$ cat src/rtl/fifo_stream_reader_if.sv
// Bundles the FIFO read port and the outgoing valid/ready stream of the
// FIFO stream reader. The master side is the reader; the slave side is the
// FIFO plus the downstream consumer.
interface fifo_stream_reader_if #(
  parameter int DATA_W = 4
);
  logic              fifo_empty;
  logic [DATA_W-1:0] fifo_dout;
  logic              fifo_rd_en;
  logic [DATA_W-1:0] m_data;
  logic              m_valid;
  logic              m_ready;

  modport master (
    input  fifo_empty, fifo_dout, m_ready,
    output fifo_rd_en, m_data, m_valid
  );

  modport slave (
    output fifo_empty, fifo_dout, m_ready,
    input  fifo_rd_en, m_data, m_valid
  );
endinterface

$ cat src/rtl/fifo_stream_reader.sv
// Read-side controller for a 1-cycle-latency (non-FWFT) FIFO. Pops words at a
// paced rate and presents them as a valid/ready stream through a 2-entry skid
// buffer, so downstream backpressure can never cause the FIFO to be overread.
module fifo_stream_reader #(
  parameter int DATA_W  = 4,
  parameter int CNT_W   = 16,
  parameter int PACE_EN = 1
) (
  input  logic                clk,
  input  logic                reset,
  input  logic                enable,
  input  logic                tick,
  fifo_stream_reader_if.master bus,
  output logic [CNT_W-1:0]    words_read,
  output logic                busy
);

  typedef enum logic [1:0] {IDLE, RUN, FLUSH} state_t;

  state_t            state;
  logic [1:0]        occ;
  logic              inflight;
  logic [DATA_W-1:0] buf0;
  logic [DATA_W-1:0] buf1;

  logic              pop;
  logic              pace_ok;
  logic              rd_en;
  logic [2:0]        fill_sum;
  logic [2:0]        fill_lim;

  assign pop      = bus.m_valid & bus.m_ready;
  assign pace_ok  = (PACE_EN == 0) | tick;

  // occ + inflight - pop <= 1, rearranged to stay unsigned.
  assign fill_sum = {1'b0, occ} + {2'b00, inflight};
  assign fill_lim = 3'd1 + {2'b00, pop};

  assign rd_en = ~reset & (state == RUN) & ~bus.fifo_empty & pace_ok &
                 (fill_sum <= fill_lim);

  assign bus.fifo_rd_en = rd_en;
  assign bus.m_valid    = (occ != 2'd0);
  assign bus.m_data     = buf0;
  assign busy           = (state != IDLE);

  // Control FSM: a read issued on the cycle enable drops still counts as
  // pending work, so the FSM goes through FLUSH to capture it.
  always_ff @(posedge clk) begin
    if (reset) begin
      state <= IDLE;
    end else begin
      case (state)
        IDLE: begin
          if (enable) state <= RUN;
        end
        RUN: begin
          if (!enable) begin
            if ((occ != 2'd0) || inflight || rd_en) state <= FLUSH;
            else                                    state <= IDLE;
          end
        end
        FLUSH: begin
          if (enable)                              state <= RUN;
          else if ((occ == 2'd0) && !inflight)     state <= IDLE;
        end
        default: state <= IDLE;
      endcase
    end
  end

  // Track the word in the FIFO's 1-cycle read pipe; a read issued just
  // before reset is dropped here.
  always_ff @(posedge clk) begin
    if (reset) inflight <= 1'b0;
    else       inflight <= rd_en;
  end

  // Skid buffer: buf0 is the head; captures go to the tail, pops shift
  // buf1 forward so strict FIFO order is preserved.
  always_ff @(posedge clk) begin
    if (reset) begin
      occ  <= 2'd0;
      buf0 <= '0;
      buf1 <= '0;
    end else begin
      case ({inflight, pop})
        2'b10: begin
          if (occ == 2'd0) buf0 <= bus.fifo_dout;
          else             buf1 <= bus.fifo_dout;
          occ <= occ + 2'd1;
        end
        2'b01: begin
          buf0 <= buf1;
          occ  <= occ - 2'd1;
        end
        2'b11: begin
          if (occ == 2'd1) begin
            buf0 <= bus.fifo_dout;
          end else begin
            buf0 <= buf1;
            buf1 <= bus.fifo_dout;
          end
        end
        default: begin
        end
      endcase
    end
  end

  // Count accepted transfers, wrapping freely.
  always_ff @(posedge clk) begin
    if (reset)    words_read <= '0;
    else if (pop) words_read <= words_read + CNT_W'(1);
  end

endmodule

$ cat src/flat_wrapper.sv
// flat-port wrapper written by rule: the top's interface ports become plain ports
module fifo_stream_reader_flat 
#(
  parameter int DATA_W  = 4,
  parameter int CNT_W   = 16,
  parameter int PACE_EN = 1
)
  (clk, reset, enable, tick, words_read, busy, bus_fifo_empty, bus_fifo_dout, bus_m_ready, bus_fifo_rd_en, bus_m_data, bus_m_valid);
  fifo_stream_reader_if #(.DATA_W(DATA_W)) bus_i ();
  input  logic clk;
  input  logic reset;
  input  logic enable;
  input  logic tick;
  output logic [CNT_W-1:0] words_read;
  output logic busy;
  input wire logic [$bits(bus_i.fifo_empty)-1:0] bus_fifo_empty;
  input wire logic [$bits(bus_i.fifo_dout)-1:0] bus_fifo_dout;
  input wire logic [$bits(bus_i.m_ready)-1:0] bus_m_ready;
  output wire logic [$bits(bus_i.fifo_rd_en)-1:0] bus_fifo_rd_en;
  output wire logic [$bits(bus_i.m_data)-1:0] bus_m_data;
  output wire logic [$bits(bus_i.m_valid)-1:0] bus_m_valid;
  assign bus_i.fifo_empty = bus_fifo_empty;
  assign bus_i.fifo_dout = bus_fifo_dout;
  assign bus_i.m_ready = bus_m_ready;
  assign bus_fifo_rd_en = bus_i.fifo_rd_en;
  assign bus_m_data = bus_i.m_data;
  assign bus_m_valid = bus_i.m_valid;
  fifo_stream_reader #(.DATA_W(DATA_W), .CNT_W(CNT_W), .PACE_EN(PACE_EN)) u_core (.clk(clk), .reset(reset), .enable(enable), .tick(tick), .bus(bus_i), .words_read(words_read), .busy(busy));
endmodule
$ cat config.mk
export PLATFORM = sky130hd
export DESIGN_NAME = fifo_stream_reader_flat
export DESIGN_NICKNAME = d
export VERILOG_FILES = /design/src/rtl/fifo_stream_reader_if.sv /design/src/rtl/fifo_stream_reader.sv /design/src/flat_wrapper.sv
export SDC_FILE = /design/constraint.sdc
export NUM_CORES = 1
export LEC_CHECK = 0
export ABC_AREA = 0
export CORE_AREA = 2 2 60 62
export CTS_CLUSTER_SIZE = 28
export DETAILED_ROUTE_END_ITERATION = 6
export DIE_AREA = 0 0 62 64
export PLACE_DENSITY = 0.77
export SKIP_CTS_REPAIR_TIMING = 1
export SYNTH_ARGS = -nofsm -noshare
export SYNTH_HDL_FRONTEND = slang
export SYNTH_SLANG_ARGS = --single-unit
$ cat constraint.sdc
create_clock -name clk -period 2.3 [get_ports clk]
set_input_delay 0.23 -clock clk [delete_from_list [all_inputs] [get_ports clk]]
set_output_delay 0.23 -clock clk [all_outputs]
set_load 0.005 [all_outputs]
==> results.txt <==
* Bufs on Longest Clock Path: 2
- Headroom to the max-slew limit came out at 70.7%.
* CP Capture Type: primary output
- Ratio of final minimum period to clock period: 96.0%
* Cell leakage power: 0.824 nW
* Logic depth of the worst setup path including buffers: 7
- Number of clock sinks: 29
* Main synth FF type: dfxtp_1
- Flip-flop and latch count after synthesis: 29
- Among cell families on the critical path, the largest total delay comes from adder cells.
* Post-route DRC: 0
- In this run, placement finished with an instance count of 239.
- Total overflow reported by the global router: 0
- For the worst-skew pair, the clock arrives at the later sink with an insertion delay of 0.33 ns.
* Pin slew with the least headroom to its limit: 0.434 ns
* Number of global-route vias before repair: 1115
- Cell-by-cell listing of the critical path: inv_1 -> ha_2 -> nor2b_4 -> fa_2 -> o31ai_4 -> a21oi_2 -> buf_2
- After detailed routing, the total wire length is 2900 um.
- Placed Area: 0.00185 mm2
- In this run the biggest area consumer among cell types represents 40.7% of the synthesized area.
- Synthesized area divided by synthesized cell count: 9.14 um2
- Timing would allow up to 453 MHz.
- Worst reg-to-reg path cell count: 8
- Clock tree from TritonCTS: built
- Routed via count: 1242
* Number of distinct library cells after synthesis: 37
- The floorplan step defined a die boundary enclosing 0.00397 mm2.
* Sequential element share of the synthesized area: 40.7%
* Clock transition at the registers of the reported paths: 0.10 ns
- In the final layout, the share of cells above drive strength 1 is 18.3%.
* Cts bufs inserted: 5
* Hold Path Cell Cnt: 2
* Initial antenna violation count: 0
* Iter 0 DRT Violations: 42
- Detailed-routing iteration count for the pre-antenna-repair pass: 4
* Post-synthesis instance area: 0.00143 mm2
- In the synthesized netlist, the number of instances is 156.
- The number of nets in the synthesized netlist is 176.
- NumNets Final: 221
- Worst min-delay path class: reg -> reg
* Top-count cell post-synth: dfxtp_1
- The finished cells cover 0.00197 mm2.
* Tmin final: 2.21 ns
- In this run the core area contains 21 standard-cell rows.
- Critical-path top delay cell: fa_2
- In this design, the stage delay of the slowest critical-path cell is 0.48 ns.
- H-tree level count: 2
- The first global-routing pass estimated 4670 um of wire.
* Power Dens Cells: 897 mW/mm2
* Hold Violations, Final: 0
- The tree is rooted in a clkbuf_4.
- Top cells by area in the synthesized netlist: dfxtp_1 (41%), ha_1 (7.9%), xor2_1 (7.4%), nor2_1 (6.3%), mux2i_1 (3.5%)
* Peak VDD IR: 504 uV
- Number of violations of the max-capacitance limit: 0
- Excluding fillers, the count of instances in the completed layout stands at 248.
* I/O pin cnt: 33
- Entering global routing, the biggest net connects 30 pins.
- The repair_antennas step left the layout with diodes totalling 0.
- Before CTS, the worst setup slack after placement is -0.270 ns.
- At the end of the flow the core is filled with cells to 59.9%.
- The area growth from synthesis to layout is 38.0%.
- In the final timing run, aggregate negative setup slack is 0 ns.
- Dividing the detail-routed via count by the number of cells gives 5.01.
- Routed wire per std cell: 11.7 um
- Count of final setup violators: 0
- In the post-route analysis, the smallest setup slack over all paths is 0.0930 ns.
- Power comes to 1.76 mW.
- On the final layout, the worst hold slack is 0.495 ns.
* Setup clock skew after layout: 0.00747 ns
- Summed over all nets, the half-perimeter wirelength after detailed placement is 2120 um.
- Input and output buffers added on the ports amount to 32.
- After synthesis, the share of flip-flops with an asynchronous set or reset is 0%.
- Result of the run: complete, no violations
- Final antenna-violating net count: 0
* Yosys synthesis warning count: 0
* WP buf/inv: 2
- Data on the critical path is required at its endpoint by 2.07 ns.
- Core region area: 0.00328 mm2
- Critical-path maximum fanout: 2
- Number of enable-type register cells in the synthesized netlist: 0
* RD Place Congestion: 0.745
* Filler cells: 291
* CP Class: reg -> out
- Element type at the critical path start: flop
* Dominant cell type by area after synthesis: dfxtp_1
- Horiz. Die Dim: 62 um
- The floorplan step set the die height to 64 um.
- The number of max-slew violations in the final report is 0.
- Data arrival time at the worst-slack endpoint: 1.98 ns
* Initial cell density of the core: 43.4%
* Synth cell count leaders: dfxtp_1 (29), nor2_1 (24), xor2_1 (12)
- Overall Global Routing Usage: 15.8%
==> per-layer routing <==
metal	vias up	GRT usage (%)	wire length [um]	share of wire (%)
met5	-	0	0	0
met2	33	23.8	1380	48
met4	0	5.59	36	1.2
met1	581	19.3	1300	45
li1	623	-	-	-
met3	5	7.49	187	6.5
==> where the power goes <==
| group | internal (mW) | switching, mW |
|---|---|---|
| Clock | 0.177 | 0.184 |
| Combinational | 0.435 | 0.364 |
| Sequential | 0.566 | 0.0372 |
| Total | 1.18 | 0.586 |
==> state kept, by name, summed over array words and instances (netlist names) <==
name,flops
u_core.occ,2
u_core.words_read,16
u_core.inflight,1
u_core.state,2
u_core.bus.m_data,4
u_core.buf1,4
==> tightest hold or removal path, stage by stage, from the launching register on <==
cell and delay [ns]:
dfxtp_1 0.33, o21ai_0 0.07, a21oi_1 0.06
==> path summary, 6_finish.rpt <==
path                                           start                                  to  slack [ns]
setup / recovery          u_core.occ[1]$_SDFFE_PP0P_                      bus_fifo_rd_en        0.09
hold / removal    u_core.words_read[11]$_SDFFE_PP0P_  u_core.words_read[11]$_SDFFE_PP0P_        0.50
setup reg to reg          u_core.occ[1]$_SDFFE_PP0P_   u_core.bus.m_data[3]$_SDFFE_PP0P_        0.25
hold reg to reg   u_core.words_read[11]$_SDFFE_PP0P_  u_core.words_read[11]$_SDFFE_PP0P_        0.50
==> placed cells by master, fill, tap and decap left out, types with 2 or more instances in the layout <==
cell	n
or3_1	3
o21ai_0	4
inv_2	2
nand4_1	4
a21oi_1	4
clkbuf_4	5
buf_4	12
and4b_1	2
a22oi_1	4
a211oi_1	5
xor2_1	12
nor2_1	23
nand3_1	4
a21o_1	2
ha_2	3
dfxtp_1	27
mux2i_1	5
ha_1	6
clkbuf_8	2
nand2_1	8
inv_1	7
dfxtp_2	2
nor2b_1	3
clkdlybuf4s50_1	31
==> area by class of cell <==
| class | count | area, um2 | area share (%) |
|---|---|---|---|
| clock buffer | 7 | 65.1 | 3.31 |
| multi-input combinational | 112 | 817 | 41.5 |
| inverter | 9 | 33.8 | 1.72 |
| timing repair buffer | 44 | 405 | 20.6 |
| sequential | 29 | 583 | 29.6 |
| clock inverter | 1 | 5.00 | 0.254 |
| tap | 46 | 57.6 | 2.93 |
==> logic make-up after synthesis <==
logic type | share of synthesized area [%]
DFF | 40.7
AOI/OAI and AO/OA | 10.5
and+or+nand+nor | 22.4
xor gates and xnor gates | 7.99
muxes | 4.30
buffers and inverters | 4.74
adders and majority gates | 9.31
Note: power is estimated with default switching activity, not from simulation.
